**src/rtl/pll_lock_monitor.sv**
```systemverilog
// PLL lock monitor: synchronizes locked, holds sys_rst_n until lock has settled, and re-asserts it on filtered lock loss.
// Optional lock timeout is built only when PLL_MON_TIMEOUT_EN is defined; otherwise timeout is tied to 0.
module pll_lock_monitor #(
  parameter int unsigned SETTLE_CYCLES  = 1024,
  parameter int unsigned FILTER_CYCLES  = 4,
  parameter int unsigned RELOCK_W       = 8,
  parameter int unsigned TIMEOUT_CYCLES = 16000000
) (
  input  logic                sysclk,
  input  logic                rst_n,
  input  logic                locked,
  output logic                sys_rst_n,
  output logic                ready,
  output logic                lost_lock,
  output logic [RELOCK_W-1:0] relock_count,
  output logic                timeout
);

  localparam int unsigned SET_W = (SETTLE_CYCLES > 1) ? $clog2(SETTLE_CYCLES) : 1;
  localparam int unsigned FLT_W = (FILTER_CYCLES > 1) ? $clog2(FILTER_CYCLES) : 1;

  // Empty marker scope that shows up in the hierarchy when a cycle count is configured as zero.
  if (SETTLE_CYCLES < 1 || FILTER_CYCLES < 1 || TIMEOUT_CYCLES < 1) begin : g_param_out_of_range
  end

  typedef enum logic [2:0] {
    RESET_HOLD,
    WAIT_LOCK,
    SETTLE,
    RUN,
    LOST
  } state_t;

  state_t              state, state_nxt;
  logic                locked_m, locked_s;
  logic [SET_W-1:0]    settle_cnt, settle_cnt_nxt;
  logic [FLT_W-1:0]    filt_cnt, filt_cnt_nxt;
  logic                sys_rst_n_nxt, ready_nxt, lost_lock_nxt;
  logic [RELOCK_W-1:0] relock_count_nxt;

  // Next-state and next-output decode
  always_comb begin
    state_nxt        = state;
    settle_cnt_nxt   = settle_cnt;
    filt_cnt_nxt     = filt_cnt;
    sys_rst_n_nxt    = sys_rst_n;
    ready_nxt        = ready;
    lost_lock_nxt    = 1'b0;
    relock_count_nxt = relock_count;
    case (state)
      RESET_HOLD: begin
        state_nxt     = WAIT_LOCK;
        sys_rst_n_nxt = 1'b0;
        ready_nxt     = 1'b0;
      end
      WAIT_LOCK: begin
        if (locked_s) begin
          state_nxt      = SETTLE;
          settle_cnt_nxt = '0;
        end
      end
      SETTLE: begin
        if (!locked_s) begin
          state_nxt      = WAIT_LOCK;
          settle_cnt_nxt = '0;
        end else if (settle_cnt == SET_W'(SETTLE_CYCLES - 1)) begin
          state_nxt     = RUN;
          sys_rst_n_nxt = 1'b1;
          ready_nxt     = 1'b1;
          filt_cnt_nxt  = '0;
        end else begin
          settle_cnt_nxt = settle_cnt + SET_W'(1);
        end
      end
      RUN: begin
        if (locked_s) begin
          filt_cnt_nxt = '0;
        end else if (filt_cnt == FLT_W'(FILTER_CYCLES - 1)) begin
          state_nxt     = LOST;
          sys_rst_n_nxt = 1'b0;
          ready_nxt     = 1'b0;
          lost_lock_nxt = 1'b1;
          filt_cnt_nxt  = '0;
          if (relock_count != '1) relock_count_nxt = relock_count + RELOCK_W'(1);
        end else begin
          filt_cnt_nxt = filt_cnt + FLT_W'(1);
        end
      end
      LOST: begin
        state_nxt = WAIT_LOCK;
      end
      default: begin
        state_nxt     = RESET_HOLD;
        sys_rst_n_nxt = 1'b0;
        ready_nxt     = 1'b0;
      end
    endcase
  end

  // State, synchronizer and output registers
  always_ff @(posedge sysclk or negedge rst_n) begin
    if (!rst_n) begin
      state        <= RESET_HOLD;
      locked_m     <= 1'b0;
      locked_s     <= 1'b0;
      settle_cnt   <= '0;
      filt_cnt     <= '0;
      sys_rst_n    <= 1'b0;
      ready        <= 1'b0;
      lost_lock    <= 1'b0;
      relock_count <= '0;
    end else begin
      state        <= state_nxt;
      locked_m     <= locked;
      locked_s     <= locked_m;
      settle_cnt   <= settle_cnt_nxt;
      filt_cnt     <= filt_cnt_nxt;
      sys_rst_n    <= sys_rst_n_nxt;
      ready        <= ready_nxt;
      lost_lock    <= lost_lock_nxt;
      relock_count <= relock_count_nxt;
    end
  end

`ifdef PLL_MON_TIMEOUT_EN
  localparam int unsigned TO_W = (TIMEOUT_CYCLES > 1) ? $clog2(TIMEOUT_CYCLES) : 1;

  logic [TO_W-1:0] to_cnt, to_cnt_nxt;
  logic            timeout_nxt;

  // Timeout spans SETTLE->WAIT_LOCK bounces; only RUN entry or reset clears it
  always_comb begin
    to_cnt_nxt  = to_cnt;
    timeout_nxt = timeout;
    if (state_nxt == RUN && state != RUN) begin
      to_cnt_nxt  = '0;
      timeout_nxt = 1'b0;
    end else if (state == WAIT_LOCK || state == SETTLE) begin
      if (to_cnt == TO_W'(TIMEOUT_CYCLES - 1)) timeout_nxt = 1'b1;
      else                                     to_cnt_nxt  = to_cnt + TO_W'(1);
    end
  end

  always_ff @(posedge sysclk or negedge rst_n) begin
    if (!rst_n) begin
      to_cnt  <= '0;
      timeout <= 1'b0;
    end else begin
      to_cnt  <= to_cnt_nxt;
      timeout <= timeout_nxt;
    end
  end
`else
  assign timeout = 1'b0;
`endif

endmodule

```
**config.mk**
```make
export PLATFORM = sky130hd
export DESIGN_NAME = pll_lock_monitor
export DESIGN_NICKNAME = d
export VERILOG_FILES = /design/src/rtl/pll_lock_monitor.sv
export SDC_FILE = /design/constraint.sdc
export NUM_CORES = 1
export LEC_CHECK = 0
export ABC_AREA = 1
export CAP_MARGIN = 20
export CORE_MARGIN = 5
export CORE_UTILIZATION = 50
export CTS_CLUSTER_SIZE = 25
export DETAILED_ROUTE_END_ITERATION = 10
export HOLD_SLACK_MARGIN = 0.06
export PLACE_DENSITY = 0.72
export SYNTH_ARGS = -nofsm -noshare
export SYNTH_HDL_FRONTEND = slang
export SYNTH_SLANG_ARGS = --single-unit
```
**constraint.sdc**
```tcl
create_clock -name sysclk -period 2 [get_ports sysclk]
set_clock_uncertainty 0.15 [all_clocks]
set_input_delay 0.2 -clock sysclk [delete_from_list [all_inputs] [get_ports sysclk]]
set_output_delay 0.2 -clock sysclk [all_outputs]
set_load 0.03 [all_outputs]
```
# Yosys cells after proc, flatten, opt, wreduce, memory -nomap -nowiden
# Cells that the tools add are included.
# op_classes
eq_ne	14
add_sub_neg	3
muxes	23
bitwise	2
n_reduce_logical	10
# op_table
op	n
$mux 10	3
$pmux 10 s2	1
$mux 3	5
$pmux 3 s4	1
$add 10x1->10 const B	1
$eq 10x10->1 const B	1
$ne 2x2->1 const B	5
$add 8x1->8 const B	1
$mux 2	4
$ne 8x8->1 const B	1
$reduce_and 4->1	2
$mux 1	7
$eq 3x2->1 const B	2
$ne 3x3->1 const B	2
$reduce_and 3->1	2
$reduce_and 5->1	1
$pmux 2 s2	1
$reduce_bool 2->1	2
$reduce_or 2->1	2
$eq 3x1->1 const B	1
$eq 3x3->1 const B	1
$logic_not 3->1	1
$pmux 1 s3	1
$add 2x1->2 const B	1
other kinds (2)	3
# word_totals
ff_bits	27
wordCells	60

# Depth between registers and ports, before layout
# Gate-level depths: netlist of the first run.
# depth
ltp_word	4
depth_mapped	9
ltp_nobuf	9

# Worst setup path before layout of the first run
# No wires, ideal clock.
# synth_path
kind	register -> register
startpoint	register relock_count[1]
endpoint	register relock_count[7]
period_less_slack_ns	1.674
stages_incl_launch_ff	9
arrival_time_ns	1.407
required_time_ns	1.733
setup_slack_ns	0.326
setup_time_ns	0.117
n_path_buf	0
path_cell_list	dfrtp_1 -> ha_1 -> nand3_1 -> nor2_1 -> nand3_1 -> nand2_4 -> clkinv_4 -> nand2_1 -> nand2_1
# synth_via
elab_chain_cells	2
elab_cells_between_ends	3
classes_between	add/sub (1); eq/ne (1); reduce/logical (1)
# synth_rtl
item	line	rtl
from (decl)	15	output logic [RELOCK_W-1:0] relock_count,
from (signal assigned)	121	relock_count <= relock_count_nxt;
branches (longest 2 deep; another with $add 8x1->8)	--	
# Several ways; the timed one is not identified.
# A chain may end at the register's enable or synchronous reset.

# Worst setup path in the final report of the first run
# layout_path
startpoint	register relock_count[3]
endpoint	output relock_count[3]
# No word-level cell between the ends.

==> results of run 1 <==
sequential cells by signal, summed over array words and instances (netlist names):
register,count
filt_cnt,2
locked_m,1
locked_s,1
lost_lock,1
ready,1
relock_count,8
settle_cnt,10
state,3
final cells by class:
| class | instances | area [um2] | share of cell area |
|---|---|---|---|
| Clock buffer | 4 | 26.3 | 0.0148 |
| Timing Repair Buffer | 14 | 138 | 0.0774 |
| Inverter | 25 | 98.8 | 0.0556 |
| Multi-Input combinational cell | 153 | 786 | 0.442 |
| Tap cell | 44 | 55.1 | 0.0309 |
| Sequential cell | 27 | 676 | 0.380 |
cells by family after synthesis:
family,count (synthesis),share of synthesized area
flops,27,0.429
fa+ha+maj,3,0.0238
other cells,1,0.00238
buf+inv,27,0.0723
xor+xnor,8,0.0445
compound gates,7,0.0262
simple gates,134,0.402
stage by stage:
stage                     cells  power (W)  setup slack [ns]
after CTS                   267    0.00147             0.135
after global placement      263    0.00124             0.400
after global routing        267    0.00158            0.0820
after detailed placement    263    0.00124             0.387
after floorplan             207    0.00111             0.326
final                       267    0.00144             0.149
layer usage:
layer  GRT usage  vias up  wire [um]
met1       0.197      575       1390
li1            -      671          -
met4      0.0533        0         25
met3      0.0272        2         96
met5           0        -          0
met2       0.240       18       1230
power by group through the flow:
stage               registers, W  clock network, W  logic [W]
detailed placement      0.000697                 0   0.000539
finish                  0.000687          0.000228   0.000529
floorplan               0.000701                 0   0.000412
global route            0.000702          0.000261   0.000616
CTS                     0.000687          0.000238   0.000540
global placement        0.000695                 0   0.000541
worst max-delay path by stage:
stage / depth (start not counted) / to / slack, ns
after global routing: 1 / relock_count[2] / 0.08
after floorplan: 8 / relock_count[7] / 0.33
final: 1 / relock_count[3] / 0.15
after detailed placement: 8 / relock_count[4] / 0.39
after CTS: 1 / relock_count[3] / 0.13
after global placement: 8 / relock_count[7] / 0.40
cells in the final DEF, fill, tap and decap left out, drive strengths merged:
| cell type | Yosys | final |
|---|---|---|
| xnor2 | 2 | 2 |
| inv | 24 | 24 |
| nand3 | 19 | 19 |
| a21oi | 2 | 2 |
| or2 | 2 | 2 |
| nand2 | 83 | 83 |
| conb | 1 | 1 |
| dfrtp | 27 | 27 |
| buf | 2 | 1 |
| clkinv | 1 | 1 |
| a31oi | 1 | 1 |
| ha | 3 | 3 |
| clkdlybuf4s50 | 0 | 13 |
| nand4 | 3 | 3 |
| nor2 | 26 | 26 |
| clkbuf | 0 | 4 |
| o21bai | 2 | 2 |
| nor3 | 1 | 1 |
| xor2 | 6 | 6 |
| o21ai | 2 | 2 |
==> metrics, run 1 <==
Yosys warnings 0; Detailed Route WL between 2000 and 3000 um; Netlist cell types 25; WS Path Type reg -> out; final instance area between 0.0015 and 0.002 mm2; largest stage delay on the critical path 0.71 ns; Switch Pwr 0.000571 W; CTS Buf Count 3; worst skew pair latency between 0.3 and 0.4 ns; Cell Area, Synth 0.00158 mm2; vias in the first global route ~1,200; post-synthesis register bit count 27; Nets 230; Fill cells between 200 and 300; Worst setup SP type register; Pleak 0.868 nW; largest area contributor in the netlist dfrtp_1; Setup crit start relock_count[3]; port buffer count 13; Clock Tree Root clkbuf_4; Max Cap Violations 0; period utilisation layout 0.926; number of antenna repair diodes 0; largest net degree at the start of global routing 28; Gate Count Post-Synth between 200 and 250; Cell Rows 20; # IOs 15; ANT nets after route 0; combinational cell fraction of total power 0.367; critical path arrival approximately 1.5 ns; clk sinks 27; first-pass GRT wire length between 5000 and 6000 um; via count 1,266; f_max roughly 0.54 GHz; outcome completed; DP Area approximately 0.0018 mm2; post-synthesis sequential area ratio 0.429; critical path cell sequence clkdlybuf4s50_1; CP delay by family, top buffers and inverters; initial antenna violation count 0; crit path max-delay cell type clkdlybuf4s50_1; pins over their slew limit 0; # Post-CTS Setup Buffers 0; most numerous cell in the Yosys netlist nand2_1; final setup violating endpoints 0; width of the die 66.1 um; layout cell share with drive strength beyond 1 0.157; internal power around 0.00087 W; Fin. Hold Viols 0; die area 0.00437 mm2; sequential share of power 0.476; syn_area_per_cell 7.61 um2; Mapped Nets 213; top cells by area, synth dfrtp_1 43%, nand2_1 19%, nand3_1 4.4%; PwrDens a little over 800 mW/mm2; worst reg2reg path depth 8; TritonCTS clock tree yes; Critical Path RT approximately 1.7 ns; Reg2Reg Setup Slack 0.39 ns; GR Util All Layers 0.148; dpl hpwl about 2100 um; EDFF count, synth 0; ys async rst share 1.00; final critical-path required period 1.85 ns; WHS approximately 0.08 ns; post-synth top area share 0.429; DR pass1 iterations 4; RSZ-0062 raised after global routing no; worst r2r src relock_count[1]; vias per cell between 4 and 5; die height 66.1 um; # DRC 0; VDD IR max around 390 uV; switching share of total power 0.395; CP Max Fanout 6; Iteration-0 DRC Markers 32; Synth Flop Type dfrtp_1; Layout area overhead 12.9%; top post-synthesis cells by count 78 x nand2_1, 27 x dfrtp_1, 16 x inv_1, 16 x nor2_1, 14 x nand3_1; Starting Density 0.520; gr ovfl total 0; setup TNS 0 ns; post-CTS sizing 0; wire per inst between 10 and 15 um; H-tree depth 1; CP Capture Type output port; RePlAce Congestion 0.865; Core Util, Final 0.588; Reg clk slew, reported paths between 0.1 and 0.15 ns; worst min path class in -> async; clock share of power 0.158; Max Root-Sink Buffers 2; WP buf/inv 1; Post-CTS Hold Buffers 0; Core ar. about 0.003 mm2; Reg-to-Reg End relock_count[5]
Power figures use the tool's default switching activity.
==> run 2, diff against run 1 <==
--- a/config.mk
+++ b/config.mk
@@ -9,10 +9,12 @@
 export CAP_MARGIN = 20
 export CORE_MARGIN = 5
 export CORE_UTILIZATION = 50
+export CTS_CLUSTER_DIAMETER = 60
 export CTS_CLUSTER_SIZE = 25
 export DETAILED_ROUTE_END_ITERATION = 10
 export HOLD_SLACK_MARGIN = 0.06
 export PLACE_DENSITY = 0.72
+export REMOVE_ABC_BUFFERS = 1
 export SYNTH_ARGS = -nofsm -noshare
 export SYNTH_HDL_FRONTEND = slang
 export SYNTH_SLANG_ARGS = --single-unit
==> metrics, run 2 (synthesized netlist as in run 1, its figures left out) <==
width of the die 66.1 um (unchanged); final critical-path required period 1.87 ns (was 1.85 ns); worst reg2reg path depth 8 (unchanged); vias in the first global route 1,218 (was 1,219); Core ar. 0.00303 mm2 (unchanged); top flop regs settle_cnt x10, relock_count x8, state x3 (unchanged); Fin. Hold Viols 0 (unchanged); Setup crit start relock_count[2] (was relock_count[3]); CTS Buf Count 3 (unchanged); Clock Tree Root clkbuf_4 (unchanged); final worst slack 0.134 ns (was 0.149 ns); number of antenna repair diodes 0 (unchanged); RSZ-0062 raised after global routing no (unchanged); die area 0.00437 mm2 (unchanged); largest stage delay on the critical path 0.71 ns (about the same); post-CTS sizing 0 (unchanged); Worst setup SP type register (unchanged); WP buf/inv 1 (unchanged); # DRC 0 (unchanged); Max Root-Sink Buffers 2 (unchanged); DR pass1 iterations 4 (unchanged); vias per cell 4.75 (was 4.74); clk sinks 27 (unchanged); # Post-CTS Setup Buffers 0 (unchanged); RePlAce Congestion 0.865 (about the same); CP Max Fanout 6 (unchanged); f_max 0.536 GHz (was 0.540 GHz); Cell Rows 20 (unchanged); first-pass GRT wire length 5170 um (was 5080 um); final setup violating endpoints 0 (unchanged); Critical Path RT 1.65 ns (about the same); Detailed Route WL 2890 um (was 2740 um); setup TNS 0 ns (unchanged); CP delay by family, top buffers and inverters (unchanged); Max Cap Violations 0 (unchanged); crit path to relock_count[2] (was relock_count[3]); GR Util All Layers 0.153 (was 0.148); Post-CTS Hold Buffers 0 (unchanged); Biggest register settle_cnt (unchanged); crit path max-delay cell type clkdlybuf4s50_1 (unchanged); via count 1,267 (was 1,266); pins over their slew limit 0 (unchanged); WHS 0.0760 ns (was 0.0808 ns); Starting Density 0.520 (unchanged); # IOs 15 (unchanged); Layout area overhead 13.0% (was 12.9%); H-tree depth 1 (unchanged); CP Capture Type output port (unchanged); dpl hpwl 2180 um (was 2120 um); initial antenna violation count 0 (unchanged); PwrDens 818 mW/mm2 (was 811 mW/mm2); layout cell share with drive strength beyond 1 0.161 (was 0.157); worst min path class in -> async (unchanged); largest net degree at the start of global routing 28 (unchanged); Pleak 0.870 nW (was 0.868 nW); worst r2r src relock_count[1] (unchanged); die height 66.1 um (unchanged); gr ovfl total 0 (unchanged); final total power 0.00146 W (was 0.00144 W); Reg-to-Reg End relock_count[5] (unchanged); Iteration-0 DRC Markers 60 (was 32); most frequent cells in the layout 78 x nand2_1, 27 x dfrtp_1, 16 x inv_1, 16 x nor2_1, 14 x nand3_1 (unchanged); number of flip-flops under the largest register name 10 (unchanged); critical path cell sequence clkdlybuf4s50_1 (unchanged); VDD IR max 416 uV (was 388 uV); Nets 230 (unchanged); critical path arrival 1.52 ns (was 1.50 ns); Core Util, Final 0.588 (about the same); pre-CTS setup slack 0.359 ns (was 0.387 ns); worst skew pair latency 0.32 ns (was 0.31 ns); port buffer count 13 (unchanged); outcome completed (unchanged); ANT nets after route 0 (unchanged); Reg clk slew, reported paths 0.15 ns (was 0.14 ns); period utilisation layout 0.933 (was 0.926); Reg2Reg Setup Slack 0.35 ns (was 0.39 ns); TritonCTS clock tree yes (unchanged); WS Path Type reg -> out (unchanged); critical path depth 1 (unchanged); wire per inst 10.8 um (was 10.3 um); most common cell after layout, fill and taps aside nand2_1 (unchanged)
[run 2: routing by layer]
layer / global-route usage / vias up / routed length (um)
li1: - / 669 / -
met1: 0.208 / 568 / 1460
met2: 0.239 / 28 / 1300
met3: 0.0272 / 2 / 110
met4: 0.0609 / 0 / 25
met5: 0 / - / 0
[run 2: cell type report]
type,instances,area [um2]
Clock inverter,1,5.00
Sequential cell,27,676
Clock buffer,3,22.5
Fill cell,285,1250
Timing Repair Buffer,14,138
Multi-Input combinational cell,153,786
Tap cell,44,55.1
Inverter,25,98.8
[run 2: metrics by stage]
| step | instances | instance area, um2 |
|---|---|---|
| 2_1_floorplan | 205 | 1560 |
| 3_3_place_gp | 263 | 1750 |
| 3_5_place_dp | 263 | 1750 |
| 4_1_cts | 267 | 1780 |
| 5_1_grt | 267 | 1780 |
| 6_report | 267 | 1780 |
[run 2: report_power, final]
group	switching [W]	internal (W)
combinational	0.000355	0.000179
clock	0.000161	0.0000749
sequential	0.0000704	0.000616
[run 2: worst min-delay path by stage]
stage	end	slack [ns]
CTS	relock_count[7]	0.07
global route	relock_count[7]	0.09
finish	relock_count[7]	0.08
floorplan	filt_cnt[0]	-0.25
detailed placement	locked_s	0.19
global placement	locked_s	0.19
==> run 3, diff against run 2 <==
--- a/config.mk
+++ b/config.mk
@@ -6,6 +6,7 @@
 export NUM_CORES = 1
 export LEC_CHECK = 0
 export ABC_AREA = 1
+export ABC_CLOCK_PERIOD_IN_PS = 2000
 export CAP_MARGIN = 20
 export CORE_MARGIN = 5
 export CORE_UTILIZATION = 50
@@ -13,7 +14,7 @@
 export CTS_CLUSTER_SIZE = 25
 export DETAILED_ROUTE_END_ITERATION = 10
 export HOLD_SLACK_MARGIN = 0.06
-export PLACE_DENSITY = 0.72
+export PLACE_DENSITY = 0.8
 export REMOVE_ABC_BUFFERS = 1
 export SYNTH_ARGS = -nofsm -noshare
 export SYNTH_HDL_FRONTEND = slang
==> metrics, run 3 (synthesized netlist as in run 1, its figures left out) <==
Starting Density 0.520 (unchanged); CP delay by family, top buffers and inverters (unchanged); WP buf/inv 1 (unchanged); DR pass1 iterations 4 (unchanged); Max Root-Sink Buffers 2 (unchanged); largest stage delay on the critical path 0.72 ns (was 0.71 ns); final instance area 0.00178 mm2 (unchanged); Post-CTS Hold Buffers 0 (unchanged); Iteration-0 DRC Markers 75 (was 60); vias in the first global route 1,256 (was 1,218); clk sinks 27 (unchanged); initial antenna violation count 0 (unchanged); worst r2r src relock_count[1] (unchanged); TritonCTS clock tree yes (unchanged); wire per inst 10.6 um (was 10.8 um); top flop regs settle_cnt x10, relock_count x8, state x3 (unchanged); PwrDens 822 mW/mm2 (was 818 mW/mm2); die height 66.1 um (unchanged); clock share of power 0.165 (was 0.162); CP Capture Type output port (unchanged); crit path max-delay cell type clkdlybuf4s50_1 (unchanged); Clock Tree Root clkbuf_4 (unchanged); pins over their slew limit 0 (unchanged); H-tree depth 1 (unchanged); worst skew pair latency 0.33 ns (was 0.32 ns); number of antenna repair diodes 0 (unchanged); Nets 230 (unchanged); dpl hpwl 2110 um (was 2180 um); critical path arrival 1.52 ns (about the same); VDD IR max 443 uV (was 416 uV); layout cell share with drive strength beyond 1 0.161 (unchanged); # Post-CTS Setup Buffers 0 (unchanged); Core ar. 0.00303 mm2 (unchanged); Cell Rows 20 (unchanged); sequential share of power 0.472 (was 0.471); GR Util All Layers 0.155 (was 0.153); Layout area overhead 13.0% (unchanged); WHS 0.0713 ns (was 0.0760 ns); setup TNS 0 ns (unchanged); die area 0.00437 mm2 (unchanged); period utilisation layout 0.934 (was 0.933); combinational cell fraction of total power 0.364 (was 0.367); DP Area 0.00175 mm2 (unchanged); Reg2Reg Setup Slack 0.39 ns (was 0.35 ns); gr ovfl total 0 (unchanged); Reg clk slew, reported paths 0.15 ns (about the same); post-CTS sizing 0 (unchanged); Worst setup SP type register (unchanged); final critical-path required period 1.87 ns (about the same); vias per cell 4.82 (was 4.75); RSZ-0062 raised after global routing no (unchanged); width of the die 66.1 um (unchanged); # DRC 0 (unchanged); ANT nets after route 0 (unchanged); # IOs 15 (unchanged); most common cell after layout, fill and taps aside nand2_1 (unchanged); RePlAce Congestion 0.878 (was 0.865); switching share of total power 0.405 (was 0.402); Setup crit start relock_count[3] (was relock_count[2]); via count 1,287 (was 1,267); Switch Pwr 0.000593 W (was 0.000586 W); final total power 0.00146 W (about the same); WS Path Type reg -> out (unchanged); first-pass GRT wire length 5370 um (was 5170 um); CP Max Fanout 6 (unchanged); outcome completed (unchanged); internal power 0.000870 W (about the same); CTS Buf Count 3 (unchanged); Max Cap Violations 0 (unchanged); worst min path class in -> async (unchanged); final setup violating endpoints 0 (unchanged); Detailed Route WL 2840 um (was 2890 um); Fin. Hold Viols 0 (unchanged); number of flip-flops under the largest register name 10 (unchanged); Critical Path RT 1.65 ns (about the same); critical path cell sequence clkdlybuf4s50_1 (unchanged); Biggest register settle_cnt (unchanged); Pleak 0.870 nW (unchanged); port buffer count 13 (unchanged); largest net degree at the start of global routing 28 (unchanged); f_max 0.535 GHz (was 0.536 GHz); most frequent cells in the layout 78 x nand2_1, 27 x dfrtp_1, 16 x inv_1, 16 x nor2_1, 14 x nand3_1 (unchanged)
==> run 3: final cells by class <==
class	count	area [um2]
Fill cell	276	1250
Multi-Input combinational cell	153	786
Sequential cell	27	676
Timing Repair Buffer	14	138
Inverter	25	98.8
Tap cell	44	55.1
Clock buffer	3	22.5
Clock inverter	1	5.00
==> run 3: routing by layer <==
| metal | part of all wire | global-route usage | vias to the layer above |
|---|---|---|---|
| li1 | - | - | 669 |
| met1 | 0.48 | 0.208 | 594 |
| met2 | 0.48 | 0.253 | 22 |
| met3 | 0.035 | 0.0340 | 2 |
| met4 | 0.0049 | 0.0406 | 0 |
| met5 | 0 | 0 | - |
==> run 3: path summary, 6_finish.rpt <==
path                              endpoint  depth (start not counted)
setup / recovery           relock_count[3]                          1
hold / removal               settle_cnt[4]                          2
setup reg to reg           relock_count[7]                          8
hold reg to reg                   locked_s                          0
max in group asynchronous  relock_count[0]                          2
min in group sysclk               locked_m                          1
==> run 3: metrics by stage <==
step	setup slack, ns	instances	util
final	0.131	267	0.588
after global routing	0.0671	267	0.588
after CTS	0.123	267	0.588
after detailed placement	0.394	263	0.579
after global placement	0.419	263	0.579
after floorplan	0.326	205	-
==> run 3: power groups by stage <==
stage | Clock [W] | Combinational (W) | Sequential (W)
final | 0.000241 | 0.000532 | 0.000690
after global routing | 0.000270 | 0.000613 | 0.000705
after CTS | 0.000244 | 0.000539 | 0.000688
after detailed placement | 0 | 0.000536 | 0.000697
after global placement | 0 | 0.000527 | 0.000694
after floorplan | 0 | 0.000410 | 0.000701
